**src/rtl/output_potential_accumulator_if.sv**
```systemverilog
// -----------------------------------------------------------------------------
// output_potential_accumulator_if
//
// Bundles the step/current input and potential/valid output of the output
// potential accumulator.
//
// Signals:
//   i_start              - begin a new sample (clear accumulators and step count)
//   i_step_valid         - one timestep's currents are present this cycle
//   i_step_currents_flat - signed currents, neuron k at [(k+1)*IN_W-1 -: IN_W]
//   o_busy               - accumulator is in a sample (ACCUM or EMIT)
//   o_valid              - one-cycle pulse, potentials are final
//   o_potentials_flat    - signed potentials, neuron k at [(k+1)*DATA_W-1 -: DATA_W]
//   o_sat                - sticky: some accumulator clamped during this sample
//
// Modports:
//   master - the current source (SNN engine side) that drives steps
//   slave  - the accumulator itself
// -----------------------------------------------------------------------------
interface output_potential_accumulator_if #(
    parameter int VEC_LEN = 3,
    parameter int DATA_W  = 32,
    parameter int IN_W    = 16
) ();

    logic                      i_start;
    logic                      i_step_valid;
    logic [VEC_LEN*IN_W-1:0]   i_step_currents_flat;
    logic                      o_busy;
    logic                      o_valid;
    logic [VEC_LEN*DATA_W-1:0] o_potentials_flat;
    logic                      o_sat;

    modport master (
        output i_start,
        output i_step_valid,
        output i_step_currents_flat,
        input  o_busy,
        input  o_valid,
        input  o_potentials_flat,
        input  o_sat
    );

    modport slave (
        input  i_start,
        input  i_step_valid,
        input  i_step_currents_flat,
        output o_busy,
        output o_valid,
        output o_potentials_flat,
        output o_sat
    );

endinterface

```
**src/rtl/output_potential_accumulator.sv**
```systemverilog
// -----------------------------------------------------------------------------
// output_potential_accumulator
//
// Integrates per-timestep output-layer currents into one signed DATA_W-bit
// membrane potential per output neuron over a window of T_STEPS accepted
// steps, then raises o_valid for exactly one cycle. Additions saturate to the
// signed DATA_W range so a downstream argmax never sees a sign-flipped winner;
// any clamp during the sample sets the sticky o_sat flag.
//
// Parameters:
//   VEC_LEN - number of output neurons
//   DATA_W  - accumulator / potential width (signed)
//   IN_W    - per-step current width (signed), IN_W <= DATA_W
//   T_STEPS - accepted steps per sample, >= 1
//
// Ports:
//   clk - clock
//   rst - synchronous active-high reset
//   bus - output_potential_accumulator_if.slave (start/step in, potentials out)
//
// Behaviour summary:
//   IDLE  : i_start clears accumulators, count and o_sat, enters ACCUM.
//   ACCUM : each i_step_valid adds the currents; the T_STEPS-th step enters
//           EMIT. i_start restarts the sample and wins over i_step_valid.
//   EMIT  : o_valid high for this one cycle, then IDLE. i_start is ignored.
// Potentials are driven straight from the accumulator registers and hold
// through IDLE until the next i_start.
// -----------------------------------------------------------------------------
module output_potential_accumulator #(
    parameter int VEC_LEN = 3,
    parameter int DATA_W  = 32,
    parameter int IN_W    = 16,
    parameter int T_STEPS = 16
) (
    input  logic                         clk,
    input  logic                         rst,
    output_potential_accumulator_if.slave bus
);

    localparam int CNT_W = $clog2(T_STEPS + 1);
    // Count value held while the final step of the window is being accepted.
    localparam logic [CNT_W-1:0] LAST_CNT = CNT_W'(T_STEPS - 1);
    localparam logic [CNT_W-1:0] CNT_ONE  = CNT_W'(32'd1);

    typedef enum logic [1:0] {
        ST_IDLE  = 2'd0,
        ST_ACCUM = 2'd1,
        ST_EMIT  = 2'd2
    } state_t;

    // Saturating add of a sign-extended current to an accumulator.
    // Returns {clamped, result}. The sum is formed one bit wider than the
    // accumulator; the top two bits disagreeing means the true sum left the
    // signed DATA_W range, and the top bit then gives the direction.
    function automatic logic [DATA_W:0] sat_add(
        input logic [DATA_W-1:0] acc,
        input logic [IN_W-1:0]   cur
    );
        logic [DATA_W:0] sum;
        logic [DATA_W:0] res;
        sum = {acc[DATA_W-1], acc} + {{(DATA_W + 1 - IN_W){cur[IN_W-1]}}, cur};
        if (sum[DATA_W] != sum[DATA_W-1]) begin
            if (sum[DATA_W]) begin
                res = {1'b1, 1'b1, {(DATA_W - 1){1'b0}}};
            end else begin
                res = {1'b1, 1'b0, {(DATA_W - 1){1'b1}}};
            end
        end else begin
            res = {1'b0, sum[DATA_W-1:0]};
        end
        return res;
    endfunction

    state_t                    state_r;
    state_t                    state_next_s;
    logic [CNT_W-1:0]          cnt_r;
    logic [CNT_W-1:0]          cnt_next_s;
    logic [VEC_LEN*DATA_W-1:0] acc_r;
    logic [VEC_LEN*DATA_W-1:0] acc_next_s;
    logic                      sat_r;
    logic                      sat_next_s;
    logic                      busy_r;
    logic                      busy_next_s;
    logic                      valid_r;
    logic                      valid_next_s;

    logic [DATA_W:0]           lane_res_s [VEC_LEN];
    logic                      any_clamp_s;
    logic                      clear_s;
    logic                      step_accept_s;
    logic                      last_step_s;

    // Start clears the sample in IDLE and ACCUM; in EMIT it is dropped.
    assign clear_s       = bus.i_start && ((state_r == ST_IDLE) || (state_r == ST_ACCUM));
    // A step counts only in ACCUM and only when no restart shares the cycle.
    assign step_accept_s = (state_r == ST_ACCUM) && !bus.i_start && bus.i_step_valid;
    assign last_step_s   = step_accept_s && (cnt_r == LAST_CNT);

    // Per-lane saturating sums of the current accumulators and input currents.
    always_comb begin
        any_clamp_s = 1'b0;
        for (int k = 0; k < VEC_LEN; k++) begin
            lane_res_s[k] = sat_add(acc_r[k*DATA_W +: DATA_W], bus.i_step_currents_flat[k*IN_W +: IN_W]);
            any_clamp_s   = any_clamp_s | lane_res_s[k][DATA_W];
        end
    end

    // State register plus the registered busy/valid outputs.
    always_ff @(posedge clk) begin
        if (rst) begin
            state_r <= ST_IDLE;
            busy_r  <= 1'b0;
            valid_r <= 1'b0;
        end else begin
            state_r <= state_next_s;
            busy_r  <= busy_next_s;
            valid_r <= valid_next_s;
        end
    end

    // Next-state logic.
    always_comb begin
        state_next_s = state_r;
        case (state_r)
            ST_IDLE: begin
                if (bus.i_start) begin
                    state_next_s = ST_ACCUM;
                end else begin
                    state_next_s = ST_IDLE;
                end
            end
            ST_ACCUM: begin
                if (last_step_s) begin
                    state_next_s = ST_EMIT;
                end else begin
                    state_next_s = ST_ACCUM;
                end
            end
            ST_EMIT: begin
                state_next_s = ST_IDLE;
            end
            default: begin
                state_next_s = ST_IDLE;
            end
        endcase
    end

    // Output decode, evaluated on the next state so busy/valid can be
    // registered yet line up with the state they describe.
    always_comb begin
        busy_next_s  = 1'b0;
        valid_next_s = 1'b0;
        case (state_next_s)
            ST_IDLE: begin
                busy_next_s  = 1'b0;
                valid_next_s = 1'b0;
            end
            ST_ACCUM: begin
                busy_next_s  = 1'b1;
                valid_next_s = 1'b0;
            end
            ST_EMIT: begin
                busy_next_s  = 1'b1;
                valid_next_s = 1'b1;
            end
            default: begin
                busy_next_s  = 1'b0;
                valid_next_s = 1'b0;
            end
        endcase
    end

    // Datapath next values: clear on start, accumulate on an accepted step,
    // otherwise hold (potentials stay visible through IDLE).
    always_comb begin
        acc_next_s = acc_r;
        cnt_next_s = cnt_r;
        sat_next_s = sat_r;
        if (clear_s) begin
            acc_next_s = {(VEC_LEN * DATA_W){1'b0}};
            cnt_next_s = {CNT_W{1'b0}};
            sat_next_s = 1'b0;
        end else if (step_accept_s) begin
            for (int k = 0; k < VEC_LEN; k++) begin
                acc_next_s[k*DATA_W +: DATA_W] = lane_res_s[k][DATA_W-1:0];
            end
            cnt_next_s = cnt_r + CNT_ONE;
            sat_next_s = sat_r | any_clamp_s;
        end else begin
            acc_next_s = acc_r;
            cnt_next_s = cnt_r;
            sat_next_s = sat_r;
        end
    end

    // Accumulator, step counter and sticky saturation registers.
    always_ff @(posedge clk) begin
        if (rst) begin
            acc_r <= {(VEC_LEN * DATA_W){1'b0}};
            cnt_r <= {CNT_W{1'b0}};
            sat_r <= 1'b0;
        end else begin
            acc_r <= acc_next_s;
            cnt_r <= cnt_next_s;
            sat_r <= sat_next_s;
        end
    end

    assign bus.o_potentials_flat = acc_r;
    assign bus.o_sat             = sat_r;
    assign bus.o_busy            = busy_r;
    assign bus.o_valid           = valid_r;

endmodule
```
**src/flat_wrapper.sv**
```systemverilog
// flat-port wrapper written by rule: the top's interface ports become plain ports
module output_potential_accumulator_flat 
#(
    parameter int VEC_LEN = 3,
    parameter int DATA_W  = 32,
    parameter int IN_W    = 16,
    parameter int T_STEPS = 16
)
  (clk, rst, bus_i_start, bus_i_step_valid, bus_i_step_currents_flat, bus_o_busy, bus_o_valid, bus_o_potentials_flat, bus_o_sat);
  output_potential_accumulator_if #(.VEC_LEN(VEC_LEN), .DATA_W(DATA_W), .IN_W(IN_W)) bus_i ();
  input  logic clk;
  input  logic rst;
  input wire logic [$bits(bus_i.i_start)-1:0] bus_i_start;
  input wire logic [$bits(bus_i.i_step_valid)-1:0] bus_i_step_valid;
  input wire logic [$bits(bus_i.i_step_currents_flat)-1:0] bus_i_step_currents_flat;
  output wire logic [$bits(bus_i.o_busy)-1:0] bus_o_busy;
  output wire logic [$bits(bus_i.o_valid)-1:0] bus_o_valid;
  output wire logic [$bits(bus_i.o_potentials_flat)-1:0] bus_o_potentials_flat;
  output wire logic [$bits(bus_i.o_sat)-1:0] bus_o_sat;
  assign bus_i.i_start = bus_i_start;
  assign bus_i.i_step_valid = bus_i_step_valid;
  assign bus_i.i_step_currents_flat = bus_i_step_currents_flat;
  assign bus_o_busy = bus_i.o_busy;
  assign bus_o_valid = bus_i.o_valid;
  assign bus_o_potentials_flat = bus_i.o_potentials_flat;
  assign bus_o_sat = bus_i.o_sat;
  output_potential_accumulator #(.VEC_LEN(VEC_LEN), .DATA_W(DATA_W), .IN_W(IN_W), .T_STEPS(T_STEPS)) u_core (.clk(clk), .rst(rst), .bus(bus_i));
endmodule
```
**config.mk**
```make
export PLATFORM = sky130hd
export DESIGN_NAME = output_potential_accumulator_flat
export DESIGN_NICKNAME = d
export VERILOG_FILES = /design/src/rtl/output_potential_accumulator_if.sv /design/src/rtl/output_potential_accumulator.sv /design/src/flat_wrapper.sv
export SDC_FILE = /design/constraint.sdc
export NUM_CORES = 1
export LEC_CHECK = 0
export BUFFER_PORTS_ARGS = -buffer_cell sky130_fd_sc_hd__clkbuf_2
export CORE_MARGIN = 5
export CORE_UTILIZATION = 35
export DETAILED_ROUTE_END_ITERATION = 6
export GPL_TIMING_DRIVEN = 0
export MAX_ROUTING_LAYER = met4
export REMOVE_ABC_BUFFERS = 1
export SLEW_MARGIN = 20
export SYNTH_ARGS = -nofsm -noshare
export SYNTH_HDL_FRONTEND = slang
export SYNTH_SLANG_ARGS = --single-unit
```
**constraint.sdc**
```tcl
create_clock -name clk -period 7.8 [get_ports clk]
set_input_delay 0.39 -clock clk [delete_from_list [all_inputs] [get_ports clk]]
set_output_delay 0.39 -clock clk [all_outputs]
set_load 0.01 [all_outputs]
```
==> results.yml, run 1 <==
finish:
  final_cells: 1695
  fillerInstances: 2829
  drive_above_1_share: 0.146
  area_delta_synth_final_pct: 14.3
  postLayoutCoreUtil: 0.403
  antenna-diode-count: 0
  num-nets-final: 1509
worst_setup_path:
  crit_type: "in2reg"
  crit_slowest_cell: "clkinv_1"
  worst-r2r-setup-slack_ps: 2580
  cp_max_fo: 21
  cp.arrival_ps: 5550
  critPathLaunchType: "primary input"
  required_ps: 8100
  cp_common_cell: "a21o_1"
  cpPeakStageDelay_ps: 780
  cp_cell_sequence: "clkbuf_2, ha_1, a21o_1, a21o_1, a21oi_1, a2bb2oi_1, nand3_1, a31oi_1, o21ai_1, xor2_1, ha_1, clkinv_1, a21o_1, nor2_1, or3_1"
  end_kind: "flip-flop"
  critPathBufInv: 2
  r2r-start: "u_core.bus.o_potentials_flat[38]$_SDFFE_PP0P_"
  r2r-end: "u_core.bus.o_potentials_flat[54]$_SDFFE_PP0P_"
  cp_top_family: "compound AO/OA/AOI/OAI gates"
  rr_worst_depth: 14
power:
  pwr-share-clk: 0.331
  power.density_nw_per_um2: 128
  power_leakage_nw: 5.02
  ir_worst_vdd_uv: 86.6
  p_total_mw: 1.38
  p_int_uw: 901
  swShare: 0.346
  pwr-share-comb: 0.262
  p_sw_uw: 477
  pwr-share-seq: 0.407
synthesis:
  ys_seq_area_frac: 0.226
  synth_area_leaders: "dfxtp_1, ha_1, a21oi_1"
  async_reset_ff_frac: 0
  syn-instance-count: 1244
  synth_edf_count: 0
  yosysWarnings: 0
  yosysUniqueCellTypes: 75
  synth-seq-cells: 106
  synthFlopType: "dfxtp_1"
  netlist.top_cell.by_area: "dfxtp_1"
  syn_area_um2: 9390
  synth.avg_cell_area_um2: 7.55
  synth.top_cell.area_share: 0.226
clock_tree:
  clockRootBuffer: "clkbuf_16"
  cts.sinks: 106
  clock_tree.buffer_depth: 2
  postCtsHoldBufs: 0
  cts_setup_buffers: 0
  postCtsResizedCells: 0
  cts_tree: "built"
  htree_levels: 3
  cts.clk_slew.worst_paths_ps: 90
  cts_buffers: 9
  clk-insertion-delay-late_ps: 360
global_routing:
  grt.total_usage: 0.189
  grt_pass1_wl_um: 46700
  grt_pass1_vias: 9188
  grt.overflow.total: 0
  antenna_found_initial: 0
  grt_start_max_net_pins: 65
timing:
  hold_ws_ps: 281
  hold_violations: 0
  fmax_mhz: 190
  fin_worst_skew_ps: 15.5
  finalCritPeriodShare: 0.674
  setup_tns_ps: 0
  worstMarginPinSlew_ps: 944
  rsz0062_at_grt: "no"
  min_period_ps: 5260
  setup_viol: 0
  slew_violations: 0
  slew_headroom: 0.367
route:
  wl_per_cell_um: 17.1
  drt-pass1-iter-count: 5
  route.met3.wl_um: 974
  vias: 9710
  highest_layer: "met4"
  vias_per_cell: 5.73
  antenna_left: 0
  route.detailed.drc: 0
  wl_met2_um: 13700
  routed_wirelength_um: 29000
  wl_met1_um: 13800
  dr.first_iter.drc_count: 548
placement:
  finalWeightedCongestion: 0.919
  dp_hpwl_um: 21500
  placed_cells: 1679
  port_buffers: 150
outcome:
  outcome: "completed"
worst_hold_path:
  min_path_type: "in2reg"
  whs_path_depth: 2
  hp-start: "rst"
  hold_end: "u_core.bus.o_busy$_SDFF_PP0_"
floorplanning:
  core_area_um2: 26700
  die_w_um: 174
  dieArea_um2: 30200
  initial_core_util: 0.352
  die_y_um: 174
  io_pins: 151
  row_count: 60
flow_run:
  maxCapViolCount: 0
power by group through the flow:
stage | combinational (mW) | clock (mW) | sequential (mW)
after global placement | 0.350 | 0 | 0.573
after global routing | 0.402 | 0.501 | 0.562
after CTS | 0.361 | 0.478 | 0.561
final | 0.361 | 0.457 | 0.561
after detailed placement | 0.359 | 0 | 0.573
after floorplan | 0.240 | 0 | 0.575
worst max-delay path by stage:
stage | from | end | slack (ps) | depth (start not counted)
after global routing | u_core.bus.o_potentials_flat[0]$_SDFFE_PP0P_ | u_core.bus.o_potentials_flat[25]$_SDFFE_PP0P_ | 2210 | 13
final | bus_i_step_currents_flat[31] | u_core.bus.o_potentials_flat[54]$_SDFFE_PP0P_ | 2540 | 15
after CTS | u_core.bus.o_potentials_flat[38]$_SDFFE_PP0P_ | u_core.bus.o_potentials_flat[54]$_SDFFE_PP0P_ | 2560 | 14
after floorplan | bus_i_step_currents_flat[37] | u_core.bus.o_potentials_flat[66]$_SDFFE_PP0P_ | 3890 | 13
after global placement | rst | u_core.bus.o_potentials_flat[54]$_SDFFE_PP0P_ | 480 | 7
after detailed placement | bus_i_step_currents_flat[31] | u_core.bus.o_potentials_flat[54]$_SDFFE_PP0P_ | 2150 | 15
synth_stat cells (10+ instances only):
cell      count
a21oi_1     159
o21ai_0     127
nand2_1     110
dfxtp_1     106
ha_1        105
nor2_1       88
clkbuf_1     54
a21o_1       42
nand3_1      37
xnor2_1      37
a31oi_1      26
nor3_1       26
inv_1        25
xor2_1       24
and3_1       21
nor2b_1      16
o211ai_1     16
nand4_1      14
or3_1        12
mux2i_1      11
o21a_1       11
o21bai_1     11
o21ai_1      10
logic make-up (layout without fill, tap and decap cells):
group           after synthesis  after routing  synth area share
flops                       106            106             0.226
xor+xnor                     61             61            0.0569
mux                          11             11            0.0117
simple gates                375            375             0.193
fa+ha+maj                   108            108             0.146
compound gates              496            496             0.330
buf+inv                      87            197            0.0354
cell usage in the layout, fill, tap and decap left out, types with 26 or more instances in the layout:
cell type and count:
ha_1 105, nand3_1 36, a21o_1 42, o21ai_0 127, xnor2_1 37, a31oi_1 26
a21oi_1 158, clkbuf_2 150, nand2_1 110, nor3_1 26, dfxtp_1 106, nor2_1 87
final cells by class:
type	instances	area [um^2]	area share
Sequential cell	106	2120	0.198
Tap cell	341	427	0.0397
Timing Repair Buffer	154	848	0.0790
Multi-Input combinational cell	1051	6960	0.648
Clock buffer	9	225	0.0210
Clock inverter	7	52.6	0.00490
Inverter	27	101	0.00944
state kept, by name, indices dropped and copies added, names as in the netlist:
| register | count |
|---|---|
| u_core.bus.o_potentials_flat | 96 |
| u_core.cnt_r | 5 |
| u_core.state_r | 2 |
| u_core.bus.o_busy | 1 |
| u_core.bus.o_sat | 1 |
| u_core.bus.o_valid | 1 |
per-layer routing:
layer,global-route usage,vias up
met4,0.0492,0
li1,-,4866
met2,0.314,191
met3,0.0246,27
met1,0.243,4626
met5,-,-
through the flow:
stage               setup slack (ps)  instance area, um^2
global route                    2210                10700
global placement                 483                10300
finish                          2540                10700
CTS                             2560                10700
detailed placement              2150                10500
floorplan                       3890                 9160
Note: power is estimated with default switching activity, not from simulation.
==> run 2, diff against run 1 <==
==> constraint.sdc (replaced) <==
create_clock -name clk -period 5.1 [get_ports clk]
set_input_delay 0.255 -clock clk [delete_from_list [all_inputs] [get_ports clk]]
set_output_delay 0.255 -clock clk [all_outputs]
set_load 0.01 [all_outputs]
==> results.yml, run 2 (same netlist as run 1, synthesis figures left out) <==
outcome:
  outcome: "completed"
placement:
  port_buffers: 150
  dp_slack_ps: -410
  dp_hpwl_um: 21500
  finalWeightedCongestion: 0.919
finish:
  fillerInstances: 2832
  final_common_cell: "a21oi_1"
  area_delta_synth_final_pct: 14.5
  ff_latch_area_um2: 2120
  largest_register_ffs: 96
  num-nets-final: 1510
  antenna-diode-count: 0
  drive_above_1_share: 0.151
  postLayoutCoreUtil: 0.403
  mostFrequentLayoutCells: "a21oi_1, clkbuf_2, o21ai_0, nand2_1, dfxtp_1"
  multi_input_area_um2: 6960
power:
  pwr-share-comb: 0.264
  pwr-share-seq: 0.406
  pwr-share-clk: 0.330
  ir_worst_vdd_uv: 131
  p_sw_uw: 733
  swShare: 0.347
  p_total_mw: 2.11
  power_leakage_nw: 5.02
  power.density_nw_per_um2: 196
  p_int_mw: 1.38
floorplanning:
  die_w_um: 174
  row_count: 60
  initial_core_util: 0.352
  dieArea_um2: 30200
  io_pins: 151
  core_area_um2: 26700
  die_y_um: 174
route:
  routed_wirelength_um: 29100
  wl_per_cell_um: 17.2
  route.detailed.drc: 0
  antenna_left: 0
  drt-pass1-iter-count: 6
  dr.first_iter.drc_count: 596
  vias_per_cell: 5.71
  vias: 9686
worst_setup_path:
  required_ps: 5330
  crit_slowest_cell: "clkinvlp_2"
  end_kind: "flip-flop"
  cp_top_family: "compound AO/OA/AOI/OAI gates"
  cp_max_fo: 25
  cp_common_cell: "a21oi_1"
  cp_cell_sequence: "ha_1, fa_1, a21oi_1, o22ai_1, nor4_1, o21ai_1, a41o_1, o21ai_1, ha_2, clkinvlp_2, a21oi_1, a21oi_1"
  cpPeakStageDelay_ps: 720
  crit_type: "reg2reg"
  critPathLaunchType: "flip-flop"
  critPathBufInv: 1
  cp.arrival_ps: 4890
clock_tree:
  clockRootBuffer: "clkbuf_16"
  clk-insertion-delay-late_ps: 360
  cts_buffers: 9
  cts_tree: "built"
  clock_tree.buffer_depth: 2
  htree_levels: 3
  cts.clk_slew.worst_paths_ps: 80
  cts.sinks: 106
timing:
  rsz0062_at_grt: "no"
  fin_worst_skew_ps: 17.8
  setup_tns_ps: 0
  setup_viol: 0
  slew_headroom: 0.379
  fmax_mhz: 215
  fin_ws_ps: 440
  hold_ws_ps: 147
  min_period_ps: 4660
  slew_violations: 0
  worstMarginPinSlew_ps: 931
  finalCritPeriodShare: 0.914
  hold_violations: 0
global_routing:
  antenna_found_initial: 0
  grt_pass1_wl_um: 46800
  grt.overflow.total: 0
  grt.total_usage: 0.189
  grt_pass1_vias: 9204
  grt_start_max_net_pins: 65
worst_hold_path:
  min_path_type: "in2reg"
flow_run:
  maxCapViolCount: 0
## run 2: stage by stage
stage	instance area, um^2	instances
global route	10800	1696
finish	10800	1696
global placement	10300	1675
detailed placement	10500	1679
floorplan	9160	1184
CTS	10700	1695
## run 2: final timing paths
kind	slack [ps]	depth (start not counted)	end	start
min	150	2	u_core.bus.o_busy$_SDFF_PP0_	rst
max reg2reg	440	12	u_core.bus.o_potentials_flat[21]$_SDFFE_PP0P_	u_core.bus.o_potentials_flat[0]$_SDFFE_PP0P_
min reg2reg	490	2	u_core.cnt_r[1]$_SDFFE_PP0P_	u_core.cnt_r[1]$_SDFFE_PP0P_
max	440	12	u_core.bus.o_potentials_flat[21]$_SDFFE_PP0P_	u_core.bus.o_potentials_flat[0]$_SDFFE_PP0P_
## run 2: power groups by stage
stage / registers, mW / clock network, mW / logic [mW]
after floorplan: 0.880 / 0 / 0.367
after global placement: 0.876 / 0 / 0.536
after detailed placement: 0.877 / 0 / 0.550
after CTS: 0.857 / 0.731 / 0.553
after global routing: 0.860 / 0.767 / 0.621
final: 0.857 / 0.697 / 0.558
## run 2: routing by layer
layer  vias up  part of all wire  routed length [um]  track usage
li1       4867                 -                   -            -
met1      4584              0.47               13800        0.243
met2       207              0.47               13800        0.314
met3        28             0.036                1040       0.0246
met4         0             0.018                 527       0.0498
met5         -                 0                   0            -
## run 2: final cells by class
type | count | share of cell area
timing repair buffer | 154 | 0.0789
inverter | 27 | 0.0100
sequential | 106 | 0.197
timing repair inverter | 1 | 0.000466
clock inverter | 7 | 0.00489
multi-input combinational | 1051 | 0.648
clock buffer | 9 | 0.0209
tap | 341 | 0.0397
## run 2: timing repair
item                                   CTS  global route
endpoints found under the hold margin    0             0
gates resized for setup                  3             2
setup buffers                            0             0
setup endpoints to repair                7             6
gates cloned                             0             1
hold buffers                             0             0
==> run 3, diff against run 2 <==
--- a/config.mk
+++ b/config.mk
@@ -5,10 +5,10 @@
 export SDC_FILE = /design/constraint.sdc
 export NUM_CORES = 1
 export LEC_CHECK = 0
-export BUFFER_PORTS_ARGS = -buffer_cell sky130_fd_sc_hd__clkbuf_2
 export CORE_MARGIN = 5
 export CORE_UTILIZATION = 35
 export DETAILED_ROUTE_END_ITERATION = 6
+export DONT_BUFFER_PORTS = 1
 export GPL_TIMING_DRIVEN = 0
 export MAX_ROUTING_LAYER = met4
 export REMOVE_ABC_BUFFERS = 1
==> results.yml, run 3 (same netlist as run 1, synthesis figures left out) <==
outcome:
  outcome: "completed"
finish:
  fillerInstances: 2760
  largest_register_ffs: 96
  mostFrequentLayoutCells: "a21oi_1, o21ai_0, nand2_1, dfxtp_1, ha_1"
  drive_above_1_share: 0.0448
  ff_latch_area_um2: 2120
  area_delta_synth_final_pct: 6.73
  antenna-diode-count: 0
  multi_input_area_um2: 6960
  fin_area_um2: 10000
  num-nets-final: 1361
  final_common_cell: "a21oi_1"
power:
  ir_worst_vdd_uv: 151
  power_leakage_nw: 4.36
  power.density_nw_per_um2: 207
  p_total_mw: 2.07
floorplanning:
  core_area_um2: 26700
  dieArea_um2: 30200
  initial_core_util: 0.352
  die_y_um: 174
  die_w_um: 174
  io_pins: 151
  row_count: 60
flow_run:
  maxCapViolCount: 0
route:
  vias: 9144
  wl_per_cell_um: 18.7
  routed_wirelength_um: 28900
  antenna_left: 0
  route.detailed.drc: 0
  drt-pass1-iter-count: 5
  dr.first_iter.drc_count: 622
  vias_per_cell: 5.91
worst_hold_path:
  min_path_type: "in2reg"
  hp-start: "bus_i_step_currents_flat[16]"
placement:
  placed_cell_area_um2: 9720
  finalWeightedCongestion: 0.899
  dp_hpwl_um: 21000
  port_buffers: 0
  dp_slack_ps: -151
clock_tree:
  htree_levels: 3
  clock_tree.buffer_depth: 2
  cts_tree: "built"
  cts.clk_slew.worst_paths_ps: 80
  cts_setup_buffers: 0
  clockRootBuffer: "clkbuf_16"
  cts.sinks: 106
  cts_buffers: 9
  clk-insertion-delay-late_ps: 360
timing:
  fin_ws_ps: 279
  slew_violations: 0
  min_period_ps: 4820
  hold_violations: 0
  fin_worst_skew_ps: 20.1
  rsz0062_at_grt: "no"
  setup_viol: 0
  slew_headroom: 0.374
  fmax_mhz: 207
  setup_tns_ps: 0
  finalCritPeriodShare: 0.945
  worstMarginPinSlew_ps: 939
worst_setup_path:
  critPathLaunchType: "flip-flop"
  required_ps: 5320
  cp.arrival_ps: 5040
  end_kind: "flip-flop"
  crit_type: "reg2reg"
  cp_max_fo: 25
  startpoint: "u_core.bus.o_potentials_flat[0]$_SDFFE_PP0P_"
  r2r-start: "u_core.bus.o_potentials_flat[0]$_SDFFE_PP0P_"
global_routing:
  grt_start_max_net_pins: 72
  grt.total_usage: 0.189
  grt.overflow.total: 0
  antenna_found_initial: 0
  grt_pass1_vias: 8782
  grt_pass1_wl_um: 46600
-- run 3: cell count changes in the layout (fill, tap and decap cells not counted), sizes merged --
cell,previous run,this run
clkinvlp,3,4
dlygate4sd3,0,1
inv,27,26
clkbuf,159,9
-- run 3: final timing paths --
| path | end | slack, ps | cells after the start |
|---|---|---|---|
| worst max-delay path | u_core.bus.o_potentials_flat[25]$_SDFFE_PP0P_ | 280 | 13 |
| worst min-delay path | u_core.bus.o_potentials_flat[32]$_SDFFE_PP0P_ | 190 | 3 |
| worst max register to register | u_core.bus.o_potentials_flat[25]$_SDFFE_PP0P_ | 280 | 13 |
| worst min register to register | u_core.cnt_r[1]$_SDFFE_PP0P_ | 480 | 2 |
-- run 3: final cells by class --
class	instances	share of cell area
Multi-Input combinational cell	1051	0.695
Sequential cell	106	0.212
Tap cell	341	0.0426
Clock buffer	9	0.0225
Timing Repair Buffer	5	0.0120
Inverter	27	0.0107
Clock inverter	7	0.00512
Timing Repair inverter	1	0.000499
-- run 3: per-layer routing --
| layer | vias to the layer above | GRT usage | routed length [um] |
|---|---|---|---|
| met4 | 0 | 0.0426 | 327 |
| li1 | 4573 | - | - |
| met3 | 25 | 0.0414 | 1500 |
| met2 | 167 | 0.315 | 13800 |
| met1 | 4379 | 0.235 | 13200 |
| met5 | - | - | 0 |
-- run 3: where the power goes --
part	internal (mW)	switching, mW	leakage [nW]
logic	0.178	0.329	3.37
registers	0.843	0.0250	0.857
clock network	0.336	0.360	0.132
total	1.36	0.715	4.36
-- run 3: critical path, cell delays in order, from the launching register on --
cell	delay [ps]
dfxtp_1	360
ha_1	270
fa_1	430
a21oi_1	290
o22ai_1	200
nor4_1	420
o21ai_1	290
a41o_1	290
o21ai_1	360
ha_2	600
clkinvlp_4	480
and3_1	330
a211oi_1	250
a31oi_1	110
-- run 3: stage by stage --
step	util	std cells	hold slack, ps
final	0.376	1547	185
after global routing	0.376	1547	188
after CTS	0.376	1546	163
after detailed placement	0.365	1529	324
after global placement	0.360	1525	324
after floorplan	-	1184	322
-- run 3: what timing repair did --
item | in CTS | in global routing
endpoints found under the hold margin | 4 | 0
resized for setup | 3 | 2
hold buffers | 1 | 0
cloned | 0 | 1
pin swaps | 0 | 0
endpoints found under the setup margin | 11 | 7
